<file path="config.mk">
export PLATFORM = sky130hd
export DESIGN_NAME = res_display
export DESIGN_NICKNAME = d
export VERILOG_FILES = /design/src/rtl/res_display.sv
export SDC_FILE = /design/constraint.sdc
export NUM_CORES = 1
export LEC_CHECK = 0
export ABC_AREA = 1
export BUFFER_PORTS_ARGS = -buffer_cell sky130_fd_sc_hd__buf_2
export CAP_MARGIN = 0
export CELL_PAD_IN_SITES_DETAIL_PLACEMENT = 0
export CELL_PAD_IN_SITES_GLOBAL_PLACEMENT = 2
export CORE_MARGIN = 10
export CORE_UTILIZATION = 38
export CTS_BUF_LIST = sky130_fd_sc_hd__clkbuf_8
export DETAILED_ROUTE_END_ITERATION = 6
export GPL_TIMING_DRIVEN = 1
export PLACE_DENSITY = 0.93
export SLEW_MARGIN = 30
export SYNTH_ARGS = -nofsm -noshare
export SYNTH_HDL_FRONTEND = slang
export SYNTH_SLANG_ARGS = --single-unit
</file>
<file path="constraint.sdc">
create_clock -name i_clock -period 2.4 [get_ports i_clock]
set_clock_uncertainty 0.15 [all_clocks]
set_input_delay 0 -clock i_clock [delete_from_list [all_inputs] [get_ports i_clock]]
set_output_delay 0 -clock i_clock [all_outputs]
set_load 0.05 [all_outputs]
</file>
<file path="src/rtl/res_display.sv">
// -----------------------------------------------------------------------------
// res_display
//   Shows the execute stage's signed result on a 4-digit multiplexed 7-segment
//   display: digit 3 carries the sign, digits 2..0 the hundreds/tens/units of
//   the magnitude. A sequential double-dabble engine converts each new
//   {result, carry} pair. The display digits, sign and carry LED are loaded
//   together in one cycle, so a half-converted value is never shown.
//
// Parameters
//   SIZE_OPERANDOS : width of the two's complement result (magnitude up to
//                    2**(SIZE_OPERANDOS-1), three BCD digits)
//   REFRESH_DIV    : clock cycles each digit stays lit (>= 2)
//
// Ports
//   i_clock     : system clock, rising edge
//   i_reset_n   : asynchronous active-low reset
//   i_res       : signed result from the execute stage
//   i_carry     : carry flag from the execute stage
//   o_seg       : segments {g,f,e,d,c,b,a}, active-low
//   o_an        : digit anodes, active-low, o_an[0] = rightmost digit
//   o_dp        : decimal point, active-low, always off
//   o_carry_led : displayed carry, active-high
//   o_busy      : high while a conversion is running
//
// Build option
//   LEADING_ZERO_BLANK_EN : blank leading zeros of hundreds and tens
// -----------------------------------------------------------------------------
module res_display #(
  parameter int SIZE_OPERANDOS = 9,
  parameter int REFRESH_DIV    = 100000
) (
  input  logic                             i_clock,
  input  logic                             i_reset_n,
  input  logic signed [SIZE_OPERANDOS-1:0] i_res,
  input  logic                             i_carry,
  output logic [6:0]                       o_seg,
  output logic [3:0]                       o_an,
  output logic                             o_dp,
  output logic                             o_carry_led,
  output logic                             o_busy
);

  localparam int N     = SIZE_OPERANDOS;
  localparam int BCD_W = 12;
  localparam int CNT_W = $clog2(N + 1);
  localparam int MUX_W = $clog2(REFRESH_DIV);

  localparam logic [6:0] SEG_BLANK = 7'b1111111;
  localparam logic [6:0] SEG_MINUS = 7'b0111111;

  typedef enum logic [1:0] {IDLE, LOAD, SHIFT, DONE} state_t;

  state_t             state, state_next;
  logic [N-1:0]       cap_res;
  logic               cap_carry;
  logic               conv_neg;
  logic [N-1:0]       mag;
  logic [BCD_W-1:0]   bcd;
  logic [BCD_W-1:0]   bcd_adj;
  logic [BCD_W+N-1:0] shifted;
  logic [CNT_W-1:0]   bit_cnt;
  logic [3:0]         dig_units, dig_tens, dig_hund;
  logic               disp_neg;
  logic [MUX_W-1:0]   mux_cnt;
  logic [1:0]         dig_idx;
  logic [6:0]         seg_sel;
  logic               changed;

  function automatic logic [6:0] seg_enc(input logic [3:0] d);
    case (d)
      4'd0:    seg_enc = 7'b1000000;
      4'd1:    seg_enc = 7'b1111001;
      4'd2:    seg_enc = 7'b0100100;
      4'd3:    seg_enc = 7'b0110000;
      4'd4:    seg_enc = 7'b0011001;
      4'd5:    seg_enc = 7'b0010010;
      4'd6:    seg_enc = 7'b0000010;
      4'd7:    seg_enc = 7'b1111000;
      4'd8:    seg_enc = 7'b0000000;
      4'd9:    seg_enc = 7'b0010000;
      default: seg_enc = SEG_BLANK;
    endcase
  endfunction

  assign o_dp    = 1'b1;
  assign o_busy  = (state == LOAD) || (state == SHIFT);
  assign changed = ({i_res, i_carry} != {cap_res, cap_carry});

  // ---------------------------------------------------------------------------
  // Conversion FSM
  // ---------------------------------------------------------------------------
  // NOTE: every always_comb output gets a default first so no path leaves it
  // unassigned, which would otherwise infer a latch.
  always_comb begin
    state_next = state;
    case (state)
      IDLE:    if (changed) state_next = LOAD;
      LOAD:    state_next = SHIFT;
      SHIFT:   if (bit_cnt == CNT_W'(1)) state_next = DONE;
      DONE:    state_next = IDLE;
      default: state_next = IDLE;
    endcase
  end

  // Double-dabble step: correct every nibble >= 5, then shift {bcd,mag} left.
  always_comb begin
    bcd_adj = bcd;
    for (int i = 0; i < BCD_W / 4; i++) begin
      if (bcd[i*4 +: 4] >= 4'd5) bcd_adj[i*4 +: 4] = bcd[i*4 +: 4] + 4'd3;
    end
    shifted = {bcd_adj, mag} << 1;
  end

  // NOTE: sequential state uses non-blocking assignments so every register
  // samples the values from before the edge, independent of statement order.
  always_ff @(posedge i_clock or negedge i_reset_n) begin
    if (!i_reset_n) begin
      state       <= IDLE;
      cap_res     <= '0;
      cap_carry   <= 1'b0;
      conv_neg    <= 1'b0;
      mag         <= '0;
      bcd         <= '0;
      bit_cnt     <= '0;
      dig_units   <= 4'd0;
      dig_tens    <= 4'd0;
      dig_hund    <= 4'd0;
      disp_neg    <= 1'b0;
      o_carry_led <= 1'b0;
    end else begin
      state <= state_next;
      case (state)
        IDLE: begin
          // Inputs are only looked at here; changes during a conversion are
          // picked up when the FSM returns to IDLE.
          if (changed) begin
            cap_res   <= i_res;
            cap_carry <= i_carry;
          end
        end
        LOAD: begin
          // Unsigned N-bit negation: the most negative value maps to
          // 2**(N-1), which still fits.
          conv_neg <= cap_res[N-1];
          mag      <= cap_res[N-1] ? (~cap_res + N'(1)) : cap_res;
          bcd      <= '0;
          bit_cnt  <= CNT_W'(N);
        end
        SHIFT: begin
          bcd     <= shifted[BCD_W+N-1:N];
          mag     <= shifted[N-1:0];
          bit_cnt <= bit_cnt - CNT_W'(1);
        end
        DONE: begin
          dig_units   <= bcd[3:0];
          dig_tens    <= bcd[7:4];
          dig_hund    <= bcd[11:8];
          disp_neg    <= conv_neg && (bcd != '0);
          o_carry_led <= cap_carry;
        end
        default: ;
      endcase
    end
  end

  // ---------------------------------------------------------------------------
  // Display multiplexing
  // ---------------------------------------------------------------------------
  always_comb begin
    seg_sel = SEG_BLANK;
    case (dig_idx)
      2'd0: seg_sel = seg_enc(dig_units);
`ifdef LEADING_ZERO_BLANK_EN
      2'd1: seg_sel = (dig_hund == 4'd0 && dig_tens == 4'd0) ? SEG_BLANK
                                                             : seg_enc(dig_tens);
      2'd2: seg_sel = (dig_hund == 4'd0) ? SEG_BLANK : seg_enc(dig_hund);
`else
      2'd1: seg_sel = seg_enc(dig_tens);
      2'd2: seg_sel = seg_enc(dig_hund);
`endif
      2'd3: seg_sel = disp_neg ? SEG_MINUS : SEG_BLANK;
      default: seg_sel = SEG_BLANK;
    endcase
  end

  // Anodes and segments are both registered from the same digit index so
  // they always change on the same edge.
  always_ff @(posedge i_clock or negedge i_reset_n) begin
    if (!i_reset_n) begin
      mux_cnt <= '0;
      dig_idx <= 2'd0;
      o_an    <= 4'b1111;
      o_seg   <= SEG_BLANK;
    end else begin
      if (mux_cnt == MUX_W'(REFRESH_DIV - 1)) begin
        mux_cnt <= '0;
        dig_idx <= dig_idx + 2'd1;
      end else begin
        mux_cnt <= mux_cnt + MUX_W'(1);
      end
      o_an  <= ~(4'b0001 << dig_idx);
      o_seg <= seg_sel;
    end
  end

endmodule

</file>
Word-level counts from Yosys, hierarchy flattened. Memory sizes are Yosys's and may differ from the RTL's. Cells that the tools add are included.

Register bits: 82. Bits in read-only memories: 336. Bits of input ports: 12. Output and inout port bits: 14. Word-level logic and storage cells: 64. Memories kept: 3.

Memory list: (name not given) (words 16, width 7, read ports 1, clocked after memory_dff 0, write ports 0, RTL line 70) `case (d)`; (name not given) (words 16, width 7, read ports 1, clocked after memory_dff 0, write ports 0, RTL line 70); (name not given) (words 16, width 7, read ports 1, clocked after memory_dff 0, write ports 0, RTL line 70).

Add/sub/neg operators: 7. $lt $le $gt $ge: 3. Eq/ne operators: 11. Shifts and indexed selects: 1. Multiplexer cells: 13. Bitwise gates (word level): 2. Reductions and logical operators: 8.

Operators with widths (count): $pmux W7 S4 (1); $pmux W12 S2 (1); $pmux W9 S2 (1); $add A17 B1 Y17 const B (1); $eq A17 B17 Y1 const B (1); $mux W17 (1); $ge A4 B3 Y1 const B (3); $reduce_bool A12 Y1 (1); $ne A10 B10 Y1 (1); $add A9 B1 Y9 const B (1); $mux W9 (1); $not A9 Y9 (1); $add A4 B2 Y4 const B (2); $eq A2 B2 Y1 const B (4); $mux W4 (2); $pmux W2 S4 (1); $pmux W4 S2 (1); $mux W7 (1); $eq A2 B1 Y1 const B (2); $eq A4 B1 Y1 const B (1); $logic_not A2 Y1 (2); $mux W2 (2); $not A4 Y4 (1); $reduce_and A2 Y1 (2); other kinds (10) (10).

Depth between registers and ports, before layout.
Depth after elaboration: 4. Mapped depth: 12. Depth with buffers taken out: 11.

Least setup slack after synthesis. Ideal clock, no wire load.

Kind: register to register. From: register state[0]. To: register mag[2]. Setup time: 104 ps. Arrival: 1855 ps. Required time: 2146 ps. Slack: 291 ps. Cell stages (with the launch flop): 8. Buffers on the path: 1. Period minus slack after synthesis: 2109 ps. Path through: dfrtp_1 inv_1 ha_1 buf_2 inv_1 nor2_1 inv_1 o311ai_1.

Word-level cells in the longest chain between the ends: 2. Elaborated cells between the ends (all ways): 4. Classes of those cells: eq/ne: 2; mux: 1; reduce/logical: 1.

Ends and longest elaborated chain: start, declared (RTL line 53) `state_t state, state_next;`; start signal, assigned (RTL line 131) `state <= state_next;`; $eq A2 B2 Y1 or $eq A2 B1 Y1 (tied branches) (RTL line 132) `case (state)`; $pmux W9 S2 or $reduce_bool A2 Y1 (tied branches); end signal, assigned (RTL line 145) `mag <= cap_res[N-1] ? (~cap_res + N'(1)) : cap_res;`; end signal, assigned (RTL line 151) `mag <= shifted[N-1:0];`; end, declared (RTL line 57) `logic [N-1:0] mag;`.

Parallel ways exist; a longest one is shown, timed or not. A chain may end at the register's enable or synchronous reset.

Worst setup path after layout.
From: register cap_res[8]. To: register cap_res[3].

Word-level cells in the longest chain between the ends: 2.

Ends and longest elaborated chain: start, declared (RTL line 54) `logic [N-1:0] cap_res;`; start signal, assigned (RTL line 137) `cap_res <= i_res;`; $ne A10 B10 Y1 (RTL line 87) `assign changed = ({i_res, i_carry} != {cap_res, cap_carry});`; $reduce_and A2 Y1 (no source line).

Every way passes these cells.

==> impl_metrics.json <==
{
  "ys.flop_type": "dfrtp_1",
  "hpwlAfterDp_um": 7140,
  "path_class": "reg -> reg",
  "status": "completed",
  "gp_congestion": 0.795,
  "grt_pass1_wl_um": 17300,
  "min-delay-path-class": "in -> async",
  "cp.arrival_ns": 2.17,
  "finalSetupTns_ns": 0,
  "final.fill_count": 1187,
  "worst_setup_path_end_kind": "register",
  "final_cell_mix": "141 x nand2_1, 79 x inv_1, 71 x dfrtp_1, 50 x o21ai_0, 49 x nor2_1",
  "viasPerCell": 4.71,
  "fmax_mhz": 489,
  "cellLeakagePower_nw": 2.68,
  "crit_cells": 10,
  "core.rowCount": 40,
  "grt_max_degree": 47,
  "port_buffers": 24,
  "relSlewSlack_pct": 59.5,
  "clkSlewWorstSetupHoldPaths_ns": 0.09,
  "synth_edf_count": 0,
  "synthDistinctLibCells": 40,
  "clockBufferDepth": 2,
  "worst_pin_slew_ns": 0.607,
  "fin_util_pct": 44.3,
  "cpMaxStageDelayCell": "dlygate4sd3_1",
  "syn-cell-area_um2": 4690,
  "grtUsageTotal_pct": 11.9,
  "maxCapViolations": 0,
  "worstPathMaxFanout": 8,
  "cts_tree": "built",
  "crit_chain": "inv_4 -> nand2_1 -> nand2_1 -> nor2_1 -> nand2_1 -> nor2_4 -> nand2_4 -> nand3_1 -> dlygate4sd3_1 -> nand2_1",
  "htreeDepth": 3,
  "vias": 3766,
  "synth_seq_area_share_pct": 44.0,
  "cpPeakStageDelay_ns": 0.55,
  "cp_num_buf_inv": 2,
  "p_per_area_nw_per_um2": 888,
  "antenna_left": 0,
  "area_growth_pct": 13.9,
  "fin_crit_sh_pct": 85.2,
  "antenna_cells": 0,
  "cts_root_buffer": "clkbuf_8",
  "synth_top_family_by_area": "simple AND/OR/NAND/NOR gates",
  "die_y_um": 131,
  "period_needed_ns": 2.04,
  "report.final.slew_viol_count": 0,
  "yosysTopAreaCellShare_pct": 37.9,
  "synth_xor_area_share_pct": 2.61,
  "final_common_cell": "nand2_1",
  "setup_viol": 0,
  "ir_drop_v": 0.000599,
  "grt_setup_unrepaired": "no",
  "yosys.area.top_type": "dfrtp_1",
  "clkLatencyLatePin_ns": 0.38,
  "drt_iter0_markers": 223,
  "start_util_pct": 38.9,
  "async_flop_share_pct": 100,
  "antenna_found_initial": 0,
  "drt_wl_total_um": 9800,
  "muxShareOfSynthArea_pct": 0.240,
  "synth_compound_area_share_pct": 12.0,
  "crit_required_ns": 2.52,
  "yosys.area_share.simple_pct": 22.6,
  "cpMostUsedCell": "nand2_1",
  "multi_input_area_um2": 2240,
  "ioPinCount": 26,
  "synth_area_leaders": "dfrtp_1 38%, nand2_1 11%, ha_1 10%",
  "cts-buffers-inserted": 9,
  "synth_seq_cells": 82,
  "synth-warning-count": 0,
  "synth_fa_ha_area_share_pct": 10.1,
  "wl_per_cell_um": 12.3,
  "cts_sinks": 82,
  "ctsResizeCount": 0,
  "cp_top_family": "buffers and inverters",
  "critPathLaunchType": "register",
  "grt_pass1_vias": 3722,
  "core_um2": 12100,
  "syn_inst": 584,
  "die_area_um2": 17200,
  "seq_area_um2": 2070,
  "synthesis.nets": 634,
  "die_w_um": 131,
  "avgSynthCellArea_um2": 8.03,
  "remaining_drc_errors": 0,
  "gr-total-overflow": 0,
  "dr.pass1.iters": 5,
  "drive_gt1_share_pct": 11.9,
  "r2r_cells": 10,
  "finalHoldViolations": 0,
  "nets": 676
}
[final timing paths]
path                                  from           to  slack, ns
worst min-delay path             i_reset_n  dig_tens[3]       0.02
worst max register to register  cap_res[8]   cap_res[3]       0.36
worst min register to register  mux_cnt[0]   mux_cnt[0]       0.32
worst max-delay path            cap_res[8]   cap_res[3]       0.36
min in group i_clock              i_res[4]   cap_res[4]       0.28
max in group asynchronous        i_reset_n       mag[8]       1.44
[cell usage after synthesis (all sizes together) (4+ instances only)]
cell type	instances
or2	8
ha	38
o22ai	4
dfstp	11
o21ai	57
buf	4
a21oi	18
nand3	35
inv	85
xor2	11
nand4	6
nor2	51
dfrtp	71
clkbuf	8
o211ai	4
nor3	7
nand2	143
[state kept, by name (all words and copies together) (netlist names), 2 cells and up]
name and cells:
state 2, o_seg 7, mag 9, dig_tens 4, dig_units 4, mux_cnt 17
bcd 12, cap_res 9, dig_hund 4, o_an 4, bit_cnt 4, dig_idx 2
[report_power, final]
group,total (mW),switching [mW],internal [mW]
logic,1.90,1.24,0.655
registers,1.88,0.209,1.68
clock network,0.961,0.528,0.433
total,4.74,1.98,2.76
[what timing repair did]
| item | 4_1_cts | 5_1_grt |
|---|---|---|
| hold buffers | 15 | 0 |
| hold endpoints to repair | 92 | 0 |
| buffers inserted | 0 | 0 |
[cell families (layout without fill, tap and decap cells)]
kind of cell / after synthesis / in the layout
xor+xnor: 14 / 14
other cells: 1 / 1
simple gates: 251 / 251
compound gates: 100 / 100
fa+ha+maj: 38 / 38
buf+inv: 97 / 144
flops: 82 / 82
mux: 1 / 1
[per-stage QoR]
stage / std cells / setup WS (ns) / hold slack (ns) / cell area (um^2) / power [mW]
3_5_place_dp: 768 / 0.484 / -0.0892 / 5000 / 3.79
3_3_place_gp: 768 / 0.550 / -0.0944 / 5000 / 3.75
2_1_floorplan: 584 / 0.291 / -0.446 / 4690 / 3.36
5_1_grt: 799 / 0.173 / 0.0526 / 5340 / 5.17
6_report: 799 / 0.355 / 0.0156 / 5340 / 4.74
4_1_cts: 799 / 0.350 / 0.0324 / 5340 / 4.82
[worst reg2reg max path: stages, from the launching register on]
cell and delay (ns):
dfrtp_1 0.52, inv_4 0.10, nand2_1 0.07, nand2_1 0.05, nor2_1 0.09, nand2_1 0.08
nor2_4 0.12, nand2_4 0.09, nand3_1 0.07, dlygate4sd3_1 0.55, nand2_1 0.05
[layer usage]
layer | global-route usage (%) | part of all wire, %
met1 | 13.9 | 47
met2 | 19.8 | 48
met3 | 4.00 | 4.2
met4 | 4.31 | 1.5
met5 | 0 | 0
[cell type report]
class / instances / share of cell area, %
clock inverters: 5 / 0.726
repair buffers: 43 / 5.90
well taps: 168 / 3.94
clock buffers: 11 / 2.83
inverters: 85 / 6.02
multi-input cells: 405 / 41.9
flip-flops and latches: 82 / 38.7
Note: power is estimated with default switching activity, not from simulation.
